**config.mk**
```make
export PLATFORM = sky130hd
export DESIGN_NAME = zigbee_phase_slicer
export DESIGN_NICKNAME = d
export VERILOG_FILES = /design/src/rtl/zigbee_demod_pkg.sv /design/src/rtl/zigbee_phase_delta.sv /design/src/rtl/zigbee_phase_slicer.sv
export SDC_FILE = /design/constraint.sdc
export NUM_CORES = 1
export LEC_CHECK = 0
export ABC_AREA = 1
export BUFFER_PORTS_ARGS = -buffer_cell sky130_fd_sc_hd__buf_2
export CAP_MARGIN = 20
export CORE_ASPECT_RATIO = 0.75
export CORE_MARGIN = 5
export CORE_UTILIZATION = 40
export DETAILED_ROUTE_END_ITERATION = 7
export GPL_ROUTABILITY_DRIVEN = 0
export HOLD_SLACK_MARGIN = 0.03
export PLACE_DENSITY = 0.58
export SLEW_MARGIN = 0
export SYNTH_ARGS = -nofsm -noshare
export SYNTH_HDL_FRONTEND = slang
export SYNTH_SLANG_ARGS = --single-unit
export TNS_END_PERCENT = 100
```
**constraint.sdc**
```tcl
create_clock -name clk -period 4.1 [get_ports clk]
set_input_delay 0.41 -clock clk [delete_from_list [all_inputs] [get_ports clk]]
set_output_delay 0.41 -clock clk [all_outputs]
set_load 0.02 [all_outputs]
```
**src/rtl/zigbee_demod_pkg.sv**
```systemverilog
// Shared types and defaults for the ZigBee O-QPSK demodulator datapath.
// Phase values are two's complement with a full circle of 2^W_SIZE LSB.
package zigbee_demod_pkg;

  localparam int W_SIZE_DEF = 10;
  localparam int SPC_DEF    = 4;

  typedef logic signed [W_SIZE_DEF-1:0] phase_t;

  typedef enum logic {
    ST_EMPTY = 1'b0,
    ST_RUN   = 1'b1
  } slicer_state_e;

endpackage

```
**src/rtl/zigbee_phase_delta.sv**
```systemverilog
// Modular phase difference: cur - prev wrapped to W_SIZE bits, read as signed [-pi, pi).
// Purely combinational so both the slicer and the frequency-offset estimator can share it.
module zigbee_phase_delta #(
  parameter int W_SIZE = 10
) (
  input  logic signed [W_SIZE-1:0] i_cur,
  input  logic signed [W_SIZE-1:0] i_prev,
  output logic signed [W_SIZE-1:0] o_delta
);

  // Truncation to W_SIZE bits is the phase unwrap: a +pi -> -pi crossing stays small.
  assign o_delta = i_cur - i_prev;

endmodule

```
**src/rtl/zigbee_phase_slicer.sv**
```systemverilog
// Differentiates CORDIC phase sample to sample, integrates SPC deltas per chip
// and slices the sign of the sum into an MSK chip decision.
module zigbee_phase_slicer
  import zigbee_demod_pkg::*;
#(
  parameter  int W_SIZE = W_SIZE_DEF,
  parameter  int SPC    = SPC_DEF,
  localparam int ACC_W  = W_SIZE + $clog2(SPC)
) (
  input  logic              clk,
  input  logic              rst_n,
  input  logic              phase_valid,
  input  logic [W_SIZE-1:0] phase_in,
  input  logic              resync,
  output logic              chip_valid,
  output logic              chip_bit,
  output logic [ACC_W-1:0]  chip_metric
);

  localparam int CNT_W = $clog2(SPC);
  localparam logic [CNT_W-1:0] CNT_LAST = CNT_W'(SPC - 1);

  slicer_state_e             r_state;
  logic signed [W_SIZE-1:0]  r_prev;
  logic [CNT_W-1:0]          r_cnt;
  logic signed [ACC_W-1:0]   r_acc;
  logic                      r_chip_valid;
  logic                      r_chip_bit;
  logic signed [ACC_W-1:0]   r_chip_metric;

  logic signed [W_SIZE-1:0]  w_delta;
  logic signed [ACC_W-1:0]   w_delta_ext;
  logic signed [ACC_W-1:0]   w_sum;

  zigbee_phase_delta #(
    .W_SIZE (W_SIZE)
  ) u_delta (
    .i_cur   (phase_in),
    .i_prev  (r_prev),
    .o_delta (w_delta)
  );

  assign w_delta_ext = {{(ACC_W-W_SIZE){w_delta[W_SIZE-1]}}, w_delta};
  assign w_sum       = r_acc + w_delta_ext;

  always_ff @(posedge clk) begin
    if (!rst_n) begin
      r_state       <= ST_EMPTY;
      r_prev        <= '0;
      r_cnt         <= '0;
      r_acc         <= '0;
      r_chip_valid  <= 1'b0;
      r_chip_bit    <= 1'b0;
      r_chip_metric <= '0;
    end else begin
      r_chip_valid <= 1'b0;
      // resync restarts the chip boundary and overrides any dump due this cycle.
      if (resync) begin
        r_acc <= '0;
        r_cnt <= '0;
        if (phase_valid) begin
          r_prev  <= phase_in;
          r_state <= ST_RUN;
        end else begin
          r_state <= ST_EMPTY;
        end
      end else if (phase_valid) begin
        r_prev <= phase_in;
        if (r_state == ST_EMPTY) begin
          r_state <= ST_RUN;
        end else if (r_cnt == CNT_LAST) begin
          r_chip_valid  <= 1'b1;
          r_chip_bit    <= (w_sum > 0);
          r_chip_metric <= w_sum;
          r_acc         <= '0;
          r_cnt         <= '0;
        end else begin
          r_acc <= w_sum;
          r_cnt <= r_cnt + 1'b1;
        end
      end
    end
  end

  assign chip_valid  = r_chip_valid;
  assign chip_bit    = r_chip_bit;
  assign chip_metric = r_chip_metric;

endmodule
```
==> summary.md <==
| Metric | Value |
|---|---|
| RSZ-0062 raised after global routing | `false` |
| Synth area leaders | `dfxtp_1 32%, nand2_1 15%, ha_1 11%` |
| Grt met2 use | `22.3%` |
| Slew Viols, Final | `0` |
| Yosys warnings | `0` |
| Cell Chain, Critical Path | `ha_1, fa_1, o21ai_0, a21oi_1, nor2_1, nor2_1, xor2_1, inv_1, ha_1, nand2_1, nor2_1, nand2_1, nand3_1, nand2_1, nand2_1, nand2_1, nor2_1, nand3_1, nand2_1, nand2_1` |
| Yosys cell types | `25` |
| Met3 Use GR | `3.41%` |
| Global-route wire length before repair | `9580 um` |
| Worst slew pin tran | `1.04 ns` |
| Area of the multi-input gates | `0.00145 mm^2` |
| DR iter-0 viols | `96` |
| Vias per inst | `4.85` |
| Fill count | `635` |
| Tmin final | `3.31 ns` |
| Largest net degree at the start of global routing | `17` |
| Longest Clk Path Bufs | `2` |
| Met1 Track Usage GR | `22.6%` |
| Register area share after synthesis | `31.7%` |
| Critical path class | `flop to flop` |
| Vias in the first global route | `2035` |
| H-tree depth | `2` |
| Outcome | `completed` |
| Setup TNS | `0 ns` |
| Top delay family on crit path | `simple AND/OR/NAND/NOR gates` |
| Max_cap viols | `0` |
| Post-detail-place hpwl | `4420 um` |
| Routed WL | `5740 um` |
| Initial Util | `41.8%` |
| Fin Clk Skew | `0.00457 ns` |
| Final Non-Filler Cells | `471` |
| FF+latch count, synth | `39` |
| Clock-pin slew on the worst setup and hold paths | `0.08 ns` |
| Startpoint Class | `flop` |
| Synthesized area | `0.00246 mm^2` |
| DIE WIDTH | `101 um` |
| Yosys top cell by area | `dfxtp_1` |
| Antenna-violating nets left | `0` |
| Final setup viols | `0` |
| Cts bufs inserted | `5` |
| Max stage delay on crit path | `0.41 ns` |
| Syn Area/Cell | `6.78 um^2` |
| Remaining DRCs | `0` |
| Crit-path max FO | `5` |
| Clock sinks | `39` |
| Relative slew slack | `30.5%` |
| Worst-Skew Late Latency | `0.29 ns` |
| Initial antenna violation count | `0` |
| Post-Syn Instances | `363` |
| Power Dens Cells | `339 mW/mm^2` |
| Post-Synthesis Net Count | `401` |
| CP most frequent cell | `nand2_1` |
| Final Hold Vio Count | `0` |
| Gr usage total | `15.2%` |
| Post-layout util | `46.8%` |
| Max VDD drop | `0.000140 V` |
| Achievable clock frequency | `0.302 GHz` |
| Top Usage Layer GRT | `met1` |
| CTS Hold Bufs | `0` |
| Die Y | `77.9 um` |
| Yosys top cell area share | `31.7%` |
| Num rows | `24` |
| IO Count | `28` |
| Crit end category | `flop` |
| Clock Tree Root | `clkbuf_8` |
| Share of layout cells above drive strength 1 | `9.92%` |
| Layout Nets | `430` |
| Post-CTS Setup Inserts | `0` |
| Storage cell area | `781 um^2` |
| TritonCTS clock tree | `built` |
| Layout area overhead | `11.9%` |
| Per-cell routed wire length | `12.2 um` |
| Vias post-DR | `2286` |
| Final period util | `80.8%` |
| Worst Path Buf+Inv | `1` |
| Post-CTS sizing | `0` |
| Die Footprint | `0.00784 mm^2` |
| Diode count | `0` |
| Crit path required time | `4.29 ns` |
| Min-Delay Path Class | `primary input to flop` |
| First drt pass iteration count | `4` |
| Core Region | `0.00589 mm^2` |
| Leakage power | `0.00145 uW` |
| Grt ovf | `0` |
| Port Buffer Count | `27` |
| Placed insts | `463` |
| Crit path DAT | `3.51 ns` |
| CP max-delay cell | `fa_1` |
[sequential cells by signal (all words and copies together) (netlist names)]
| name | flops |
|---|---|
| r_state | 1 |
| chip_valid | 1 |
| r_cnt | 2 |
| chip_bit | 1 |
| r_prev | 10 |
| r_acc | 12 |
| chip_metric | 12 |
[synthesized netlist by cell type]
cell	n
nand3_1	19
buf_2	1
inv_4	2
o21ai_1	4
a21oi_1	38
a21boi_0	1
o211ai_1	1
a22o_1	2
nor2_8	1
nor2_1	33
clkbuf_1	4
a21o_1	1
o21ai_0	18
fa_1	2
nand2_2	2
xor2_1	5
ha_1	22
nand2_1	98
nor3_4	1
a211oi_1	1
dfxtp_1	39
nand4_1	7
xnor2_1	5
o21bai_1	2
inv_1	54
[layout by cell type (no fill, tap or decap), types with 2 or more instances in the layout]
cell / count
nand4_1: 7
dfxtp_1: 39
inv_1: 54
a22o_1: 2
xor2_1: 5
o21ai_0: 18
nand2_1: 98
nor2_1: 33
clkbuf_1: 2
a21oi_1: 38
xnor2_1: 5
o21ai_1: 4
nand3_1: 19
inv_4: 2
fa_1: 2
o21bai_1: 2
nand2_2: 2
ha_1: 22
clkbuf_8: 5
buf_2: 27
[kinds of logic (layout without fill, tap and decap cells)]
group | after synthesis | in the layout | synth area share [%]
and+or+nand+nor | 161 | 161 | 27.6
AOI/OAI and AO/OA | 68 | 68 | 14.7
buffers and inverters | 61 | 91 | 9.56
DFF | 39 | 39 | 31.7
adders and majority gates | 24 | 24 | 12.8
xor gates and xnor gates | 10 | 10 | 3.56
[cell type report]
class / instances / share of cell area (%)
clock buffer: 7 / 2.77
sequential: 39 / 28.3
tap: 78 / 3.54
timing repair buffer: 27 / 4.90
clock inverter: 1 / 0.182
inverter: 56 / 7.81
multi-input combinational: 263 / 52.5
[report_power, final]
group          switching [uW]  internal (uW)  total (uW)
Sequential               5.35            389         395
Clock                     141            120         261
Combinational             182           96.2         279
Total                     329            605         934
[per-layer routing]
metal	wire, um	share of wire (%)	vias up
met2	2270	40	46
met4	55	0.96	0
met5	0	0	-
met1	3080	54	1003
li1	-	-	1231
met3	335	5.8	6
[worst register-to-register path: cells and delay by family, from the launching register on]
family | cells | cell delay, ns
XOR/XNOR | 1 | 0.13
AO/OA/AOI/OAI | 2 | 0.53
buffers and inverters | 1 | 0.06
flip-flops | 1 | 0.32
adder cells (fa/ha/maj) | 3 | 0.97
AND/OR/NAND/NOR | 13 | 1.21
[through the flow]
stage	total power [uW]	area (um^2)	hold slack, ns	setup WS (ns)
floorplan	617	2460	0.433	1.11
global placement	679	2670	0.434	0.608
detailed placement	681	2670	0.439	0.598
CTS	945	2760	0.360	0.815
global route	1010	2760	0.374	0.408
finish	934	2760	0.362	0.786
[path summary, 6_finish.rpt]
kind                            slack [ns]  cells after the start              end             from
worst max register to register        0.79                     20         chip_bit        r_prev[0]
worst min-delay path                  0.36                      3        r_prev[9]      phase_in[9]
worst max-delay path                  0.79                     20         chip_bit        r_prev[0]
worst min register to register        0.45                      2  chip_metric[11]  chip_metric[11]
No activity file was read; power rests on OpenSTA's default activity.
